**src/rtl/mf_disp_scan_pkg.sv**
```systemverilog
// mf_disp_scan_pkg: default raster timing, read latency, sync polarity encoding and region helpers
package mf_disp_scan_pkg;

    localparam int DEF_H_ACTIVE = 256;
    localparam int DEF_H_FP     = 16;
    localparam int DEF_H_SYNC   = 32;
    localparam int DEF_H_BP     = 48;
    localparam int DEF_V_ACTIVE = 192;
    localparam int DEF_V_FP     = 3;
    localparam int DEF_V_SYNC   = 4;
    localparam int DEF_V_BP     = 21;
    localparam int DEF_RD_LAT   = 3;

    localparam logic SYNC_ACT_LOW  = 1'b0;
    localparam logic SYNC_ACT_HIGH = 1'b1;

    // Length of a full line or frame: active + front porch + sync + back porch
    function automatic int region_total(input int act, input int fp, input int sync, input int bp);
        return act + fp + sync + bp;
    endfunction

    // First count of the sync pulse: sync follows active and front porch
    function automatic int sync_start(input int act, input int fp);
        return act + fp;
    endfunction

endpackage

```
**src/rtl/mf_disp_dly_line.sv**
```systemverilog
// mf_disp_dly_line: WIDTH-bit shift register of DEPTH stages with async reset to RST_VAL
module mf_disp_dly_line #(
    parameter int               WIDTH   = 1,
    parameter int               DEPTH   = 1,
    parameter logic [WIDTH-1:0] RST_VAL = '0
) (
    input  logic             i_clk,
    input  logic             i_rst_n,
    input  logic [WIDTH-1:0] i_d,
    output logic [WIDTH-1:0] o_q
);

    logic [WIDTH-1:0] r_stage [DEPTH];

    // Shift the input through DEPTH stages; reset loads the idle value so nothing spurious emerges
    always_ff @(posedge i_clk or negedge i_rst_n) begin
        if (!i_rst_n) begin
            for (int i = 0; i < DEPTH; i++) r_stage[i] <= RST_VAL;
        end else begin
            r_stage[0] <= i_d;
            for (int i = 1; i < DEPTH; i++) r_stage[i] <= r_stage[i-1];
        end
    end

    assign o_q = r_stage[DEPTH-1];

endmodule

```
**src/rtl/mf_disp_scan.sv**
```systemverilog
// mf_disp_scan: raster scan engine, frame-buffer read master and vsync-time buffer swapper (option MF_DISP_SCAN_DOUBLE_EN: 2x2 pixel doubling)
module mf_disp_scan
    import mf_disp_scan_pkg::*;
#(
    parameter int   H_ACTIVE = DEF_H_ACTIVE,
    parameter int   H_FP     = DEF_H_FP,
    parameter int   H_SYNC   = DEF_H_SYNC,
    parameter int   H_BP     = DEF_H_BP,
    parameter int   V_ACTIVE = DEF_V_ACTIVE,
    parameter int   V_FP     = DEF_V_FP,
    parameter int   V_SYNC   = DEF_V_SYNC,
    parameter int   V_BP     = DEF_V_BP,
    parameter logic SYNC_POL = SYNC_ACT_LOW,
    parameter int   RD_LAT   = DEF_RD_LAT
) (
    input  logic        pix_clk,
    input  logic        rst_n,
    input  logic        fb_swap_req,
    output logic        fb_swap_ack,
    output logic        fb_active_sel,
    output logic        pix_rd_vld,
    output logic [15:0] pix_rd_addr,
    input  logic [5:0]  pix_rd_rdata,
    input  logic [5:0]  pix_rd_gdata,
    input  logic [5:0]  pix_rd_bdata,
    output logic        disp_hsync,
    output logic        disp_vsync,
    output logic        disp_de,
    output logic [5:0]  disp_r,
    output logic [5:0]  disp_g,
    output logic [5:0]  disp_b,
    output logic        frame_start
);

    localparam int H_TOTAL = region_total(H_ACTIVE, H_FP, H_SYNC, H_BP);
    localparam int V_TOTAL = region_total(V_ACTIVE, V_FP, V_SYNC, V_BP);
    localparam int H_SS    = sync_start(H_ACTIVE, H_FP);
    localparam int V_SS    = sync_start(V_ACTIVE, V_FP);
    localparam int HW      = $clog2(H_TOTAL + 1);
    localparam int VW      = $clog2(V_TOTAL + 1);

    localparam logic [HW-1:0] H_LAST_C  = HW'(H_TOTAL - 1);
    localparam logic [HW-1:0] H_ACT_C   = HW'(H_ACTIVE);
    localparam logic [HW-1:0] H_SS_C    = HW'(H_SS);
    localparam logic [HW-1:0] H_SE_C    = HW'(H_SS + H_SYNC);
    localparam logic [VW-1:0] V_LAST_C  = VW'(V_TOTAL - 1);
    localparam logic [VW-1:0] V_ACT_C   = VW'(V_ACTIVE);
    localparam logic [VW-1:0] V_SS_C    = VW'(V_SS);
    localparam logic [VW-1:0] V_SE_C    = VW'(V_SS + V_SYNC);

    if (H_ACTIVE * V_ACTIVE > 65536) begin : g_size_chk
        $error("mf_disp_scan: active area exceeds the 16-bit pixel address space");
    end
    if (RD_LAT < 2) begin : g_lat_chk
        $error("mf_disp_scan: RD_LAT must be at least 2");
    end

    logic [HW-1:0] r_h;
    logic [VW-1:0] r_v;
    logic          r_pend;
    logic [2:0]    r_raw;
    logic          w_h_wrap, w_active, w_hs, w_vs, w_frame, w_do_swap;
    logic [2:0]    w_dly;

    assign w_h_wrap    = r_h == H_LAST_C;
    assign w_active    = (r_h < H_ACT_C) && (r_v < V_ACT_C);
    assign w_hs        = (r_h >= H_SS_C) && (r_h < H_SE_C);
    assign w_vs        = (r_v >= V_SS_C) && (r_v < V_SE_C);
    assign w_frame     = (r_h == '0) && (r_v == '0);
    assign w_do_swap   = r_pend && (r_h == '0) && (r_v == V_SS_C);
    assign frame_start = rst_n & w_frame;

    // Raster position: h runs over a full line, v advances on each line wrap
    always_ff @(posedge pix_clk or negedge rst_n) begin
        if (!rst_n) begin
            r_h <= '0;
            r_v <= '0;
        end else begin
            r_h <= w_h_wrap ? '0 : r_h + HW'(1);
            if (w_h_wrap) r_v <= (r_v == V_LAST_C) ? '0 : r_v + VW'(1);
        end
    end

    // Read strobe and raw timing are captured together so they share one pipeline origin
    always_ff @(posedge pix_clk or negedge rst_n) begin
        if (!rst_n) begin
            pix_rd_vld <= 1'b0;
            r_raw      <= {1'b0, ~SYNC_POL, ~SYNC_POL};
        end else begin
            pix_rd_vld <= w_active;
            r_raw      <= {w_active, w_hs ? SYNC_POL : ~SYNC_POL, w_vs ? SYNC_POL : ~SYNC_POL};
        end
    end

`ifdef MF_DISP_SCAN_DOUBLE_EN
    logic        r_col_odd, r_col_last, r_row_odd;
    logic [15:0] r_line_base;
    logic [15:0] w_addr_inc;

    assign w_addr_inc = pix_rd_addr + 16'd1;

    // Column/row parity of the pixel being read, aligned with pix_rd_vld
    always_ff @(posedge pix_clk or negedge rst_n) begin
        if (!rst_n) begin
            r_col_odd  <= 1'b0;
            r_col_last <= 1'b0;
            r_row_odd  <= 1'b0;
        end else begin
            r_col_odd  <= r_h[0];
            r_col_last <= r_h == H_ACT_C - HW'(1);
            r_row_odd  <= r_v[0];
        end
    end

    // Each source pixel covers two columns; even lines rewind to line_base so odd lines repeat them
    always_ff @(posedge pix_clk or negedge rst_n) begin
        if (!rst_n) begin
            pix_rd_addr <= '0;
            r_line_base <= '0;
        end else if (w_frame) begin
            pix_rd_addr <= '0;
            r_line_base <= '0;
        end else if (pix_rd_vld) begin
            if (r_col_last && !r_row_odd) pix_rd_addr <= r_line_base;
            else if (r_col_odd) pix_rd_addr <= w_addr_inc;
            if (r_col_last && r_row_odd) r_line_base <= w_addr_inc;
        end
    end
`else
    // Linear address: cleared at frame start, one step per pixel read, wraps at 2^16
    always_ff @(posedge pix_clk or negedge rst_n) begin
        if (!rst_n) pix_rd_addr <= '0;
        else if (w_frame) pix_rd_addr <= '0;
        else if (pix_rd_vld) pix_rd_addr <= pix_rd_addr + 16'd1;
    end
`endif

    mf_disp_dly_line #(
        .WIDTH   (3),
        .DEPTH   (RD_LAT - 1),
        .RST_VAL ({1'b0, ~SYNC_POL, ~SYNC_POL})
    ) u_dly (
        .i_clk   (pix_clk),
        .i_rst_n (rst_n),
        .i_d     (r_raw),
        .o_q     (w_dly)
    );

    // Final stage registers timing and palette data together so RGB lines up with disp_de
    always_ff @(posedge pix_clk or negedge rst_n) begin
        if (!rst_n) begin
            disp_de    <= 1'b0;
            disp_hsync <= ~SYNC_POL;
            disp_vsync <= ~SYNC_POL;
            disp_r     <= '0;
            disp_g     <= '0;
            disp_b     <= '0;
        end else begin
            {disp_de, disp_hsync, disp_vsync} <= w_dly;
            disp_r <= w_dly[2] ? pix_rd_rdata : '0;
            disp_g <= w_dly[2] ? pix_rd_gdata : '0;
            disp_b <= w_dly[2] ? pix_rd_bdata : '0;
        end
    end

    // Requests collapse into one pending flag that is consumed on the first vsync line
    always_ff @(posedge pix_clk or negedge rst_n) begin
        if (!rst_n) begin
            r_pend        <= 1'b0;
            fb_active_sel <= 1'b0;
            fb_swap_ack   <= 1'b0;
        end else begin
            r_pend        <= (r_pend & ~w_do_swap) | fb_swap_req;
            fb_active_sel <= fb_active_sel ^ w_do_swap;
            fb_swap_ack   <= w_do_swap;
        end
    end

endmodule

```
**config.mk**
```make
export PLATFORM = sky130hd
export DESIGN_NAME = mf_disp_scan
export DESIGN_NICKNAME = d
export VERILOG_FILES = /design/src/rtl/mf_disp_scan_pkg.sv /design/src/rtl/mf_disp_dly_line.sv /design/src/rtl/mf_disp_scan.sv
export SDC_FILE = /design/constraint.sdc
export NUM_CORES = 1
export LEC_CHECK = 0
export CORE_ASPECT_RATIO = 0.9
export CORE_UTILIZATION = 45
export CTS_CLUSTER_DIAMETER = 30
export DETAILED_ROUTE_END_ITERATION = 12
export PLACE_DENSITY = 0.74
export SLEW_MARGIN = 20
export SYNTH_ARGS = -nofsm -noshare
export SYNTH_HDL_FRONTEND = slang
export SYNTH_HIERARCHICAL = 1
export SYNTH_SLANG_ARGS = --single-unit
```
**constraint.sdc**
```tcl
create_clock -name pix_clk -period 1.6 [get_ports pix_clk]
set_input_delay 0.24 -clock pix_clk [delete_from_list [all_inputs] [get_ports pix_clk]]
set_output_delay 0.24 -clock pix_clk [all_outputs]
set_load 0.01 [all_outputs]
```
==> impl_results.html, run 1 <==
<table>
<tr><th>Metric</th><th>Value</th></tr>
<tr><th colspan="2">Timing</th></tr>
<tr><td>Clock period minus final worst setup slack</td><td>2088 ps</td></tr>
<tr><td>Final-layout worst hold slack</td><td>approximately 110 ps</td></tr>
<tr><td>Number of slew-limit violations in the final report</td><td>0</td></tr>
<tr><td>Final-report hold violation count</td><td>0</td></tr>
<tr><td>Final WS setup</td><td>-488.1 ps</td></tr>
<tr><td>Slew Limit Headroom</td><td>0.4779</td></tr>
<tr><td>Maximum clock skew at final layout</td><td>7.470 ps</td></tr>
<tr><td>Highest Clock Rate</td><td>between 400 and 500 MHz</td></tr>
<tr><td>Tightest Pin Transition</td><td>783.2 ps</td></tr>
<tr><td>Unrepaired setup endpoints after global routing</td><td>yes</td></tr>
<tr><td>Tcrit/Tclk final</td><td>1.305</td></tr>
<tr><td>Total setup violations reported at the end of the flow</td><td>25</td></tr>
<tr><th colspan="2">Power and ir drop</th></tr>
<tr><td>Internal power contribution</td><td>2.499 mW</td></tr>
<tr><td>Power share of the clock group</td><td>0.419</td></tr>
<tr><td>Sequential share of power</td><td>0.533</td></tr>
<tr><td>Maximum vdd ir drop</td><td>approximately 510 uV</td></tr>
<tr><td>Switching share of power</td><td>0.2154</td></tr>
<tr><td>Total power divided by cell area</td><td>~760 nW/um2</td></tr>
<tr><td>Part of the power in combinational logic</td><td>0.048</td></tr>
<tr><td>Net switching power</td><td>around 0.69 mW</td></tr>
<tr><td>Leakage power figure</td><td>a little under 2 nW</td></tr>
<tr><th colspan="2">Synthesis</th></tr>
<tr><td>Average size of a mapped cell</td><td>approximately 11 um2</td></tr>
<tr><td>Largest area contributor in the netlist</td><td>sky130_fd_sc_hd__dfrtp_1</td></tr>
<tr><td>Post-synthesis instance total</td><td>between 200 and 250</td></tr>
<tr><td>Biggest area contributors in the synthesized netlist</td><td>sky130_fd_sc_hd__dfrtp_1 52%, sky130_fd_sc_hd__dfstp_2 7.6%, sky130_fd_sc_hd__xnor2_1 5.1%</td></tr>
<tr><td>Share of the synthesized area in the top cell type</td><td>0.5244</td></tr>
<tr><td>Flops &amp; latches, synth</td><td>66</td></tr>
<tr><td>Fraction of registers with async set or reset after synthesis</td><td>1.000</td></tr>
<tr><td>Ys Warns</td><td>6</td></tr>
<tr><td>Net count after synthesis</td><td>around 270</td></tr>
<tr><td>Leading cell type by number of instances after synthesis</td><td>sky130_fd_sc_hd__dfrtp_1</td></tr>
<tr><td>Dominant synthesized flop cell</td><td>sky130_fd_sc_hd__dfrtp_1</td></tr>
<tr><td>Sequential element share of the synthesized area</td><td>0.6004</td></tr>
<tr><td>Top cells by count, synth</td><td>58 x sky130_fd_sc_hd__dfrtp_1, 26 x sky130_fd_sc_hd__nor2_1, 19 x sky130_fd_sc_hd__and2_1, 16 x sky130_fd_sc_hd__xnor2_1</td></tr>
<tr><td>Synth Cell Area</td><td>roughly 2800 um2</td></tr>
<tr><td>Number of enable flip-flop cells after synthesis</td><td>0</td></tr>
<tr><td>Distinct cell type count of the synthesized netlist</td><td>37</td></tr>
<tr><th colspan="2">Die</th></tr>
<tr><td>Die outline width</td><td>84.67 um</td></tr>
<tr><td>Area of the die</td><td>around 6500 um2</td></tr>
<tr><td>Core Box Area</td><td>around 5800 um2</td></tr>
<tr><td>Io pins</td><td>just over 60</td></tr>
<tr><td>Starting Density</td><td>0.4780</td></tr>
<tr><td>Die span in y</td><td>between 70 and 80 um</td></tr>
<tr><td>Num rows</td><td>26</td></tr>
<tr><th colspan="2">Placed design</th></tr>
<tr><td>Place WS</td><td>-599.4 ps</td></tr>
<tr><td>Routability congestion estimate</td><td>slightly above 0.8</td></tr>
<tr><td>Number of buffers inserted by port buffering</td><td>61</td></tr>
<tr><td>DP Area</td><td>3824 um2</td></tr>
<tr><td>DP Wirelength</td><td>~4200 um</td></tr>
<tr><th colspan="2">Setup path</th></tr>
<tr><td>CP Capture Type</td><td>output pin</td></tr>
<tr><td>WP data required</td><td>around 1400 ps</td></tr>
<tr><td>Category of the most critical setup path</td><td>reg2out</td></tr>
<tr><td>RR Endpoint</td><td>fb_active_sel</td></tr>
<tr><td>CP Max Fanout</td><td>2</td></tr>
<tr><td>R2R Setup Slk</td><td>-180 ps</td></tr>
<tr><td>FF-to-FF Start</td><td>r_h[0]</td></tr>
<tr><td>Worst setup SP type</td><td>register</td></tr>
<tr><td>R2r worst-path depth</td><td>9</td></tr>
<tr><td>Endpoint arrival time on the critical path</td><td>about 1900 ps</td></tr>
<tr><th colspan="2">Status</th></tr>
<tr><td>Violated checks</td><td>DRC, setup timing</td></tr>
<tr><td>Outcome</td><td>finished with violations</td></tr>
<tr><th colspan="2">Clock network</th></tr>
<tr><td>CTS sink cnt</td><td>66</td></tr>
<tr><td>Clock root cell</td><td>sky130_fd_sc_hd__clkbuf_8</td></tr>
<tr><td>Buffers from clock root to sink, at most</td><td>2</td></tr>
<tr><td>Clock-pin slew reported for the worst setup and hold paths after clock tree synthesis</td><td>roughly 70 ps</td></tr>
<tr><td>CTS HTree Levels</td><td>3</td></tr>
<tr><td>Clock tree from TritonCTS</td><td>yes</td></tr>
<tr><td>Cts bufs inserted</td><td>9</td></tr>
<tr><td>Clock latency of the later-clocked register in the worst-skew pair</td><td>approximately 330 ps</td></tr>
<tr><td>CTS Hold Buffers Added</td><td>0</td></tr>
<tr><th colspan="2">Cells and area</th></tr>
<tr><td>NumNets Final</td><td>393</td></tr>
<tr><td>Syn-to-layout area delta</td><td>52.22%</td></tr>
<tr><td>Fillcell total</td><td>slightly above 400</td></tr>
<tr><td>Finished layout cell area</td><td>approximately 4200 um2</td></tr>
<tr><td>N_diodes</td><td>0</td></tr>
<tr><td>Share of post-route cells with drive strength above 1</td><td>0.3065</td></tr>
<tr><th colspan="2">Worst hold path</th></tr>
<tr><td>Type of the most critical hold path</td><td>in2async</td></tr>
<tr><th colspan="2">Detailed routing</th></tr>
<tr><td>Detailed Route WL</td><td>6077 um</td></tr>
<tr><td>Via count</td><td>about 2,200</td></tr>
<tr><td>Post-route antenna net violation count</td><td>0</td></tr>
<tr><td>Per-cell routed wire length</td><td>roughly 14 um</td></tr>
<tr><td>Pre-Repair DR Iteration Count</td><td>10</td></tr>
<tr><td>Initial DRC count</td><td>112</td></tr>
<tr><td>Post-route DRC violation count</td><td>7</td></tr>
<tr><td>Via density</td><td>about 5.1</td></tr>
<tr><th colspan="2">GRT</th></tr>
<tr><td>Global-route usage over all layers</td><td>0.2058</td></tr>
<tr><td>Wire length of the first global-routing pass</td><td>between 10,000 and 15,000 um</td></tr>
<tr><td>Number of antenna violations at the first check in global routing</td><td>0</td></tr>
<tr><td>Number of global-route vias before repair</td><td>between 2,000 and 2,500</td></tr>
<tr><td>GRT overflow</td><td>0</td></tr>
<tr><td>Maximum number of pins on one net before global-route repair</td><td>67</td></tr>
<tr><th colspan="2">Flow run</th></tr>
<tr><td>Max capacitance violation total</td><td>0</td></tr>
</table>
-- kinds of logic (layout without fill, tap and decap cells) --
group	Yosys count	in the layout	synth area share
adders and majority gates	5	5	0.02260
xor gates and xnor gates	25	25	0.07911
buffers and inverters	19	149	0.03526
DFF	66	66	0.6004
AOI/OAI and AO/OA	15	15	0.02893
and+or+nand+nor	111	111	0.2301
muxes	1	1	0.003617
-- flip-flops by register name, summed over array words and instances, names as in the netlist, 2 cells and up --
name,flops
r_v,8
pix_rd_addr,16
u_dly/r_stage,3
r_raw,2
disp_g,6
disp_r,6
u_dly/o_q,3
disp_b,6
r_h,9
-- critical path, cell delays in order, from the launching register on --
cell                      delay (ps)
sky130_fd_sc_hd__dfrtp_1         380
sky130_fd_sc_hd__inv_1            60
sky130_fd_sc_hd__ha_1            130
sky130_fd_sc_hd__nor4b_4         190
sky130_fd_sc_hd__nand4_1         190
sky130_fd_sc_hd__nor4b_4         270
sky130_fd_sc_hd__and2_1          160
sky130_fd_sc_hd__buf_2           130
-- power by group through the flow --
stage	sequential (mW)	combinational, mW	clock [mW]
detailed placement	1.73	0.158	0
global placement	1.73	0.156	0
global route	1.70	0.170	1.45
floorplan	1.74	0.0157	0
finish	1.70	0.154	1.33
CTS	1.70	0.159	1.38
-- cell type report --
class | count | area [um2] | share of cell area
Clock buffer | 9 | 123.9 | 0.02940
Clock inverter | 7 | 70.07 | 0.01663
Inverter | 8 | 30.03 | 0.007128
Multi-Input combinational cell | 157 | 1136 | 0.2697
Sequential cell | 66 | 1665 | 0.3953
Tap cell | 70 | 87.58 | 0.02079
Timing Repair Buffer | 125 | 1100 | 0.2611
-- metal layers --
metal  part of all wire  up-vias  global-route usage  routed length (um)
met5                  0        -                   0                   0
met4              0.017        0             0.09831                 102
met3              0.049       15             0.06176                 300
met2               0.51       65              0.3545                3091
met1               0.43     1100              0.2334                2584
li1                   -     1058                   -                   -
-- worst max path at each step --
stage                             end   start
after floorplan           frame_start  r_h[0]
after global placement    frame_start  r_h[0]
after detailed placement  frame_start  r_h[1]
after CTS                 frame_start  r_h[1]
after global routing      frame_start  r_h[1]
final                     frame_start  r_h[0]
-- stage by stage --
step | cells | setup TNS, ps | power [mW] | utilization
final | 442 | -2537 | 3.186 | 0.7275
after detailed placement | 416 | -3242 | 1.887 | 0.6603
after floorplan | 242 | -994.6 | 1.758 | -
after global placement | 416 | -1848 | 1.884 | 0.6603
after CTS | 437 | -1713 | 3.241 | 0.7118
after global routing | 442 | -5689 | 3.318 | 0.7275
-- placed cells by master, fill, tap and decap left out, types with 4 or more instances in the layout --
cell type,netlist,routed
sky130_fd_sc_hd__a21oi_1,5,4
sky130_fd_sc_hd__and2_1,19,19
sky130_fd_sc_hd__buf_4,4,58
sky130_fd_sc_hd__buf_6,1,5
sky130_fd_sc_hd__clkbuf_8,0,9
sky130_fd_sc_hd__clkdlybuf4s50_1,0,44
sky130_fd_sc_hd__dfrtp_1,58,55
sky130_fd_sc_hd__dfstp_2,8,8
sky130_fd_sc_hd__dlygate4sd2_1,0,12
sky130_fd_sc_hd__inv_1,8,8
sky130_fd_sc_hd__nand2_1,13,13
sky130_fd_sc_hd__nand3_1,13,10
sky130_fd_sc_hd__nand4_1,7,7
sky130_fd_sc_hd__nor2_1,26,24
sky130_fd_sc_hd__nor3_1,7,6
sky130_fd_sc_hd__nor4_1,6,5
sky130_fd_sc_hd__o21ai_0,8,6
sky130_fd_sc_hd__xnor2_1,16,16
sky130_fd_sc_hd__xor2_1,9,9
-- timing repair --
item,CTS,global route
buffers inserted,7,5
gates cloned,0,1
endpoints found under the hold margin,0,0
pin swaps,10,5
resized for setup,32,18
endpoints found under the setup margin,39,31
Power figures use the tool's default switching activity.
==> inputs of run 2 (changes only) <==
--- a/config.mk
+++ b/config.mk
@@ -6,6 +6,7 @@
 export NUM_CORES = 1
 export LEC_CHECK = 0
 export CORE_ASPECT_RATIO = 0.9
+export CORE_MARGIN = 8
 export CORE_UTILIZATION = 45
 export CTS_CLUSTER_DIAMETER = 30
 export DETAILED_ROUTE_END_ITERATION = 12
==> run 2 against run 1 <==
The flow finishes with violations (setup timing). Hold slack improved by 34 ps. Critical path depth unchanged. Global-route usage fell by 5.4 points. Sequential power is essentially flat. Critical endpoint unchanged. Largest power group unchanged. Clock skew up 2.6 ps. Total power grew 7.4%. Via count is 0.98% lower. Highest routed layer unchanged.
==> impl_results.html, run 2 (synthesis results as in run 1) <==
<table>
<tr><th>Metric</th><th>Value</th></tr>
<tr><th colspan="2">Placed design</th></tr>
<tr><td>Place WS</td><td>-594.2 ps</td></tr>
<tr><td>Number of buffers inserted by port buffering</td><td>61</td></tr>
<tr><td>Routability congestion estimate</td><td>0.8805</td></tr>
<tr><td>DP Wirelength</td><td>approximately 4500 um</td></tr>
<tr><th colspan="2">Cells and area</th></tr>
<tr><td>Top flop regs</td><td>pix_rd_addr x16, r_h x9, r_v x8</td></tr>
<tr><td>Most common cell after layout, fill and taps aside</td><td>sky130_fd_sc_hd__buf_4</td></tr>
<tr><td>Flip-flop count of the largest register, all copies and words added</td><td>16</td></tr>
<tr><td>Highest-count cells in the layout ignoring fill and taps</td><td>59 x sky130_fd_sc_hd__buf_4, 55 x sky130_fd_sc_hd__dfrtp_1, 44 x sky130_fd_sc_hd__clkdlybuf4s50_1, 24 x sky130_fd_sc_hd__nor2_1, 19 x sky130_fd_sc_hd__and2_1</td></tr>
<tr><td>Register with the most flip-flops</td><td>pix_rd_addr</td></tr>
<tr><td>Fillcell total</td><td>450</td></tr>
<tr><td>Register cell area after layout</td><td>1665 um2</td></tr>
<tr><td>Post-Route Utilization</td><td>0.7012</td></tr>
<tr><td>Area of the multi-input gates</td><td>~1100 um2</td></tr>
<tr><td>Share of post-route cells with drive strength above 1</td><td>0.3118</td></tr>
<tr><td>NumNets Final</td><td>393</td></tr>
<tr><td>Syn-to-layout area delta</td><td>53.21%</td></tr>
<tr><td>N_diodes</td><td>0</td></tr>
<tr><th colspan="2">Timing</th></tr>
<tr><td>Number of slew-limit violations in the final report</td><td>0</td></tr>
<tr><td>Maximum clock skew at final layout</td><td>between 10 and 15 ps</td></tr>
<tr><td>Slew Limit Headroom</td><td>0.4646</td></tr>
<tr><td>Highest Clock Rate</td><td>approximately 480 MHz</td></tr>
<tr><td>Clock period minus final worst setup slack</td><td>about 2100 ps</td></tr>
<tr><td>Final WS setup</td><td>-475.1 ps</td></tr>
<tr><td>Final-layout worst hold slack</td><td>148.0 ps</td></tr>
<tr><td>Final-report hold violation count</td><td>0</td></tr>
<tr><td>Total setup violations reported at the end of the flow</td><td>23</td></tr>
<tr><td>Unrepaired setup endpoints after global routing</td><td>yes</td></tr>
<tr><td>Tightest Pin Transition</td><td>between 800 and 900 ps</td></tr>
<tr><td>Tcrit/Tclk final</td><td>1.297</td></tr>
<tr><th colspan="2">GRT</th></tr>
<tr><td>Wire length of the first global-routing pass</td><td>between 10,000 and 15,000 um</td></tr>
<tr><td>Number of global-route vias before repair</td><td>~2,300</td></tr>
<tr><td>Number of antenna violations at the first check in global routing</td><td>0</td></tr>
<tr><td>Maximum number of pins on one net before global-route repair</td><td>67</td></tr>
<tr><td>GRT overflow</td><td>0</td></tr>
<tr><td>Global-route usage over all layers</td><td>0.1514</td></tr>
<tr><th colspan="2">Status</th></tr>
<tr><td>Outcome</td><td>finished with violations</td></tr>
<tr><td>Violated checks</td><td>setup timing</td></tr>
<tr><th colspan="2">Clock network</th></tr>
<tr><td>Clock-pin slew reported for the worst setup and hold paths after clock tree synthesis</td><td>80 ps</td></tr>
<tr><td>CTS HTree Levels</td><td>3</td></tr>
<tr><td>Cts bufs inserted</td><td>9</td></tr>
<tr><td>Clock root cell</td><td>sky130_fd_sc_hd__clkbuf_8</td></tr>
<tr><td>Clock latency of the later-clocked register in the worst-skew pair</td><td>about 330 ps</td></tr>
<tr><td>Clock tree from TritonCTS</td><td>yes</td></tr>
<tr><td>CTS sink cnt</td><td>between 60 and 70</td></tr>
<tr><td>CTS Hold Buffers Added</td><td>0</td></tr>
<tr><td>Buffers from clock root to sink, at most</td><td>2</td></tr>
<tr><th colspan="2">Detailed routing</th></tr>
<tr><td>Initial DRC count</td><td>79</td></tr>
<tr><td>Via count</td><td>about 2,200</td></tr>
<tr><td>Via density</td><td>4.991</td></tr>
<tr><td>Detailed Route WL</td><td>around 6600 um</td></tr>
<tr><td>Post-route DRC violation count</td><td>0</td></tr>
<tr><td>Post-route antenna net violation count</td><td>0</td></tr>
<tr><td>Per-cell routed wire length</td><td>14.85 um</td></tr>
<tr><td>Pre-Repair DR Iteration Count</td><td>4</td></tr>
<tr><th colspan="2">Die</th></tr>
<tr><td>Starting Density</td><td>0.4577</td></tr>
<tr><td>Num rows</td><td>27</td></tr>
<tr><td>Die outline width</td><td>~100 um</td></tr>
<tr><td>Area of the die</td><td>roughly 9000 um2</td></tr>
<tr><td>Io pins</td><td>just over 60</td></tr>
<tr><td>Core Box Area</td><td>between 6000 and 7000 um2</td></tr>
<tr><td>Die span in y</td><td>90.40 um</td></tr>
<tr><th colspan="2">Setup path</th></tr>
<tr><td>R2r worst-path depth</td><td>9</td></tr>
<tr><td>CP Max Fanout</td><td>2</td></tr>
<tr><td>WP data required</td><td>1360 ps</td></tr>
<tr><td>RR Endpoint</td><td>pix_rd_addr[4]</td></tr>
<tr><td>FF-to-FF Start</td><td>r_h[1]</td></tr>
<tr><td>R2R Setup Slk</td><td>-170 ps</td></tr>
<tr><td>Endpoint arrival time on the critical path</td><td>~1800 ps</td></tr>
<tr><td>Worst setup SP type</td><td>register</td></tr>
<tr><td>Category of the most critical setup path</td><td>reg2out</td></tr>
<tr><td>CP Capture Type</td><td>output pin</td></tr>
<tr><th colspan="2">Worst hold path</th></tr>
<tr><td>Type of the most critical hold path</td><td>in2async</td></tr>
<tr><th colspan="2">Power and ir drop</th></tr>
<tr><td>Leakage power figure</td><td>around 1.9 nW</td></tr>
<tr><td>Total power divided by cell area</td><td>~800 nW/um2</td></tr>
<tr><td>Maximum vdd ir drop</td><td>534.0 uV</td></tr>
<tr><th colspan="2">Flow run</th></tr>
<tr><td>Max capacitance violation total</td><td>0</td></tr>
</table>
[run 2: cell type report]
cell class	count	area share
Sequential cell	66	0.3927
Multi-Input combinational cell	157	0.2691
Timing Repair Buffer	125	0.2567
Clock buffer	9	0.02921
Clock inverter	7	0.02390
Tap cell	72	0.02125
Inverter	8	0.007082
[run 2: per-stage QoR]
stage | instances | setup TNS [ps] | total power [mW] | cell area (um2)
final | 444 | -3327 | 3.421 | 4240
after global placement | 416 | -1969 | 1.885 | 3811
after detailed placement | 416 | -2974 | 1.890 | 3811
after CTS | 435 | -1670 | 3.462 | 4108
after floorplan | 242 | -994.6 | 1.758 | 2796
after global routing | 444 | -7037 | 3.559 | 4240
[run 2: worst max path at each step]
stage | from | endpoint | slack [ps] | depth (start not counted)
final | r_h[1] | frame_start | -480 | 7
after global routing | r_h[1] | frame_start | -660 | 7
after CTS | r_h[1] | frame_start | -500 | 7
after detailed placement | r_h[1] | frame_start | -590 | 7
after global placement | r_h[0] | frame_start | -560 | 7
after floorplan | r_h[0] | frame_start | -210 | 6
[run 2: metal layers]
layer	up-vias	global-route usage	part of all wire
met3	8	0.04700	0.049
met5	-	0	0
met4	0	0.06258	0.010
met2	48	0.2486	0.50
met1	1103	0.1796	0.44
li1	1057	-	-
[run 2: critical path: stages, from the launching register on]
cell	delay, ps
sky130_fd_sc_hd__dfrtp_1	390
sky130_fd_sc_hd__inv_1	60
sky130_fd_sc_hd__ha_1	130
sky130_fd_sc_hd__nor4b_4	180
sky130_fd_sc_hd__nand4_1	190
sky130_fd_sc_hd__nor4b_4	270
sky130_fd_sc_hd__and2_1	150
sky130_fd_sc_hd__buf_2	120
[run 2: power by group]
part           switching [mW]  internal [mW]
combinational          0.0646         0.0926
clock                   0.677          0.891
sequential            0.00560           1.69
[run 2: repair_timing]
action | 4_1_cts | 5_1_grt
resized for setup | 30 | 19
pin swaps | 10 | 8
cloned | 0 | 1
setup endpoints to repair | 39 | 31
setup buffers | 5 | 10
==> inputs of run 3 (changes only) <==
--- a/config.mk
+++ b/config.mk
@@ -7,10 +7,11 @@
 export LEC_CHECK = 0
 export CORE_ASPECT_RATIO = 0.9
 export CORE_MARGIN = 8
-export CORE_UTILIZATION = 45
+export CORE_UTILIZATION = 46
+export CTS_BUF_LIST = sky130_fd_sc_hd__clkbuf_2 sky130_fd_sc_hd__clkbuf_4 sky130_fd_sc_hd__clkbuf_8
 export CTS_CLUSTER_DIAMETER = 30
 export DETAILED_ROUTE_END_ITERATION = 12
-export PLACE_DENSITY = 0.74
+export PLACE_DENSITY = 0.76
 export SLEW_MARGIN = 20
 export SYNTH_ARGS = -nofsm -noshare
 export SYNTH_HDL_FRONTEND = slang
==> run 3 against run 2 <==
The flow still finishes with violations (setup timing). Core utilization grew 6.0 points. Via count grew 1.3%. Cell count unchanged.
==> impl_results.html, run 3 (synthesis results as in run 1) <==
<table>
<tr><th>Metric</th><th>Value</th></tr>
<tr><th colspan="2">Power and ir drop</th></tr>
<tr><td>Switching share of power</td><td>0.2105</td></tr>
<tr><td>Sequential share of power</td><td>0.504</td></tr>
<tr><td>Part of the power in combinational logic</td><td>0.047</td></tr>
<tr><td>Maximum vdd ir drop</td><td>approximately 540 uV</td></tr>
<tr><td>Internal power contribution</td><td>about 2.7 mW</td></tr>
<tr><td>Pwr Total</td><td>around 3.4 mW</td></tr>
<tr><td>Total power divided by cell area</td><td>roughly 770 nW/um2</td></tr>
<tr><td>Leakage power figure</td><td>1.958 nW</td></tr>
<tr><td>Net switching power</td><td>just over 0.7 mW</td></tr>
<tr><td>Power share of the clock group</td><td>0.449</td></tr>
<tr><th colspan="2">Setup path</th></tr>
<tr><td>Delay contributed by the slowest stage of the critical path</td><td>approximately 380 ps</td></tr>
<tr><td>Sum of buffers and inverters on the critical path</td><td>2</td></tr>
<tr><td>Category of the most critical setup path</td><td>reg2out</td></tr>
<tr><td>Critical path's top delay family</td><td>simple AND/OR/NAND/NOR gates</td></tr>
<tr><td>Critical-path cell with the highest stage delay</td><td>sky130_fd_sc_hd__dfrtp_1</td></tr>
<tr><td>CP Capture Type</td><td>output pin</td></tr>
<tr><td>Critical-path cell list</td><td>inv_1 -&gt; ha_2 -&gt; nor4b_4 -&gt; nand4_1 -&gt; nor4b_4 -&gt; and2_1 -&gt; buf_2</td></tr>
<tr><td>Endpoint arrival time on the critical path</td><td>just over 2000 ps</td></tr>
<tr><td>CP Max Fanout</td><td>2</td></tr>
<tr><td>CP most frequent cell</td><td>sky130_fd_sc_hd__nor4b_4</td></tr>
<tr><td>WP data required</td><td>1360 ps</td></tr>
<tr><td>Worst setup SP type</td><td>register</td></tr>
<tr><th colspan="2">Clock network</th></tr>
<tr><td>CTS sink cnt</td><td>between 60 and 70</td></tr>
<tr><td>CTS HTree Levels</td><td>3</td></tr>
<tr><td>Cts bufs inserted</td><td>9</td></tr>
<tr><td>Buffers from clock root to sink, at most</td><td>2</td></tr>
<tr><td>Clock-pin slew reported for the worst setup and hold paths after clock tree synthesis</td><td>~70 ps</td></tr>
<tr><td>Clock tree from TritonCTS</td><td>yes</td></tr>
<tr><td>Clock root cell</td><td>sky130_fd_sc_hd__clkbuf_8</td></tr>
<tr><td>Clock latency of the later-clocked register in the worst-skew pair</td><td>340 ps</td></tr>
<tr><th colspan="2">Die</th></tr>
<tr><td>Die span in y</td><td>approximately 90 um</td></tr>
<tr><td>Starting Density</td><td>0.4807</td></tr>
<tr><td>Die outline width</td><td>about 100 um</td></tr>
<tr><td>Io pins</td><td>between 60 and 70</td></tr>
<tr><td>Core Box Area</td><td>around 5800 um2</td></tr>
<tr><td>Area of the die</td><td>approximately 9000 um2</td></tr>
<tr><td>Num rows</td><td>26</td></tr>
<tr><th colspan="2">Detailed routing</th></tr>
<tr><td>Detailed Route WL</td><td>around 7000 um</td></tr>
<tr><td>Post-route antenna net violation count</td><td>0</td></tr>
<tr><td>Post-route DRC violation count</td><td>0</td></tr>
<tr><td>Initial DRC count</td><td>69</td></tr>
<tr><td>Via density</td><td>slightly above 5</td></tr>
<tr><td>Via count</td><td>~2,200</td></tr>
<tr><td>Pre-Repair DR Iteration Count</td><td>4</td></tr>
<tr><td>Per-cell routed wire length</td><td>about 16 um</td></tr>
<tr><th colspan="2">Flow run</th></tr>
<tr><td>Max capacitance violation total</td><td>0</td></tr>
<tr><th colspan="2">Placed design</th></tr>
<tr><td>Place WS</td><td>-652.9 ps</td></tr>
<tr><td>Number of cells after detailed placement</td><td>~410</td></tr>
<tr><td>Number of buffers inserted by port buffering</td><td>just over 60</td></tr>
<tr><td>DP Wirelength</td><td>~4400 um</td></tr>
<tr><td>Routability congestion estimate</td><td>slightly above 0.8</td></tr>
<tr><th colspan="2">Timing</th></tr>
<tr><td>Unrepaired setup endpoints after global routing</td><td>yes</td></tr>
<tr><td>Clock period minus final worst setup slack</td><td>2257 ps</td></tr>
<tr><td>Slew Limit Headroom</td><td>0.4654</td></tr>
<tr><td>Highest Clock Rate</td><td>between 400 and 500 MHz</td></tr>
<tr><td>Final WS setup</td><td>-657.3 ps</td></tr>
<tr><td>Tightest Pin Transition</td><td>about 800 ps</td></tr>
<tr><td>Final-report hold violation count</td><td>0</td></tr>
<tr><td>Maximum clock skew at final layout</td><td>about 4.7 ps</td></tr>
<tr><td>Total setup violations reported at the end of the flow</td><td>25</td></tr>
<tr><td>Tcrit/Tclk final</td><td>1.411</td></tr>
<tr><td>Number of slew-limit violations in the final report</td><td>0</td></tr>
<tr><th colspan="2">Status</th></tr>
<tr><td>Outcome</td><td>finished with violations</td></tr>
<tr><td>Violated checks</td><td>setup timing</td></tr>
<tr><th colspan="2">GRT</th></tr>
<tr><td>Global-route usage over all layers</td><td>0.1724</td></tr>
<tr><td>Wire length of the first global-routing pass</td><td>11,740 um</td></tr>
<tr><td>Number of global-route vias before repair</td><td>2,340</td></tr>
<tr><td>Number of antenna violations at the first check in global routing</td><td>0</td></tr>
<tr><td>GRT overflow</td><td>0</td></tr>
<tr><td>Maximum number of pins on one net before global-route repair</td><td>67</td></tr>
<tr><th colspan="2">Cells and area</th></tr>
<tr><td>Most common cell after layout, fill and taps aside</td><td>sky130_fd_sc_hd__buf_4</td></tr>
<tr><td>Post-Route Utilization</td><td>0.7614</td></tr>
<tr><td>Register with the most flip-flops</td><td>pix_rd_addr</td></tr>
<tr><td>NumNets Final</td><td>395</td></tr>
<tr><td>Highest-count cells in the layout ignoring fill and taps</td><td>55 x sky130_fd_sc_hd__buf_4, 54 x sky130_fd_sc_hd__dfrtp_1, 44 x sky130_fd_sc_hd__clkdlybuf4s50_1, 19 x sky130_fd_sc_hd__and2_1, 16 x sky130_fd_sc_hd__xnor2_1</td></tr>
<tr><td>Syn-to-layout area delta</td><td>58.41%</td></tr>
<tr><td>Top flop regs</td><td>pix_rd_addr x16, r_h x9, r_v x8</td></tr>
<tr><td>Register cell area after layout</td><td>approximately 1700 um2</td></tr>
<tr><td>Share of post-route cells with drive strength above 1</td><td>0.3663</td></tr>
<tr><td>Area of the multi-input gates</td><td>1247 um2</td></tr>
<tr><td>Final Non-Filler Cells</td><td>about 440</td></tr>
<tr><td>Flip-flop count of the largest register, all copies and words added</td><td>16</td></tr>
<tr><td>Fillcell total</td><td>380</td></tr>
<tr><td>N_diodes</td><td>0</td></tr>
<tr><th colspan="2">Worst hold path</th></tr>
<tr><td>Type of the most critical hold path</td><td>in2async</td></tr>
</table>
[run 3: cell types whose count changed in the layout (fill, tap and decap cells not counted), sizes merged]
| cell | previous run | this run |
|---|---|---|
| buf | 66 | 68 |
| clkinv | 1 | 3 |
| dlygate4sd2 | 13 | 14 |
| dlymetal6s2s | 2 | 1 |
| inv | 10 | 8 |
[run 3: power by group through the flow]
stage	Combinational (mW)	Sequential (mW)	Clock (mW)
floorplan	0.0157	1.74	0
global placement	0.157	1.73	0
detailed placement	0.160	1.73	0
CTS	0.161	1.70	1.55
global route	0.173	1.70	1.63
finish	0.157	1.70	1.51
[run 3: cell type report]
type                    count  area share
repair buffers            127      0.2588
clock inverters             7     0.02140
clock buffers               9     0.02825
inverters                   8    0.006849
multi-input cells         157      0.2845
flip-flops and latches     66      0.3801
well taps                  70     0.01998
[run 3: metrics by stage]
stage	setup TNS (ps)	cell area [um2]	hold WS [ps]
CTS	-4356	4262	156.6
global route	-7757	4384	213.2
finish	-5802	4384	136.8
floorplan	-994.6	2796	-55.59
detailed placement	-3726	3801	340.3
global placement	-2337	3801	332.1
[run 3: what timing repair did]
item,4_1_cts,5_1_grt
hold endpoints to repair,0,0
pin swaps,16,18
buffers inserted,17,5
resized for setup,49,38
gates cloned,1,0
hold buffers,0,0
endpoints found under the setup margin,42,34
[run 3: final timing paths]
check                                      start         endpoint  slack, ps  cells past startpoint
worst max-delay path                      r_h[0]      frame_start       -660                      7
worst min-delay path                       rst_n   pix_rd_addr[7]        140                      2
worst max register to register            r_h[0]  pix_rd_addr[15]       -300                      8
worst min register to register  u_dly/r_stage[5]     u_dly/o_q[2]        350                      0
max in group asynchronous                  rst_n   pix_rd_addr[1]        890                      2
min in group pix_clk            u_dly/r_stage[5]     u_dly/o_q[2]        350                      0
[run 3: per-layer routing]
metal,part of all wire,vias to the layer above,routed length (um),global-route usage
met5,0,-,0,0
met4,0.014,0,100,0.06073
met3,0.065,9,468,0.06317
met2,0.52,68,3759,0.3089
met1,0.40,1100,2885,0.1870
li1,-,1067,-,-
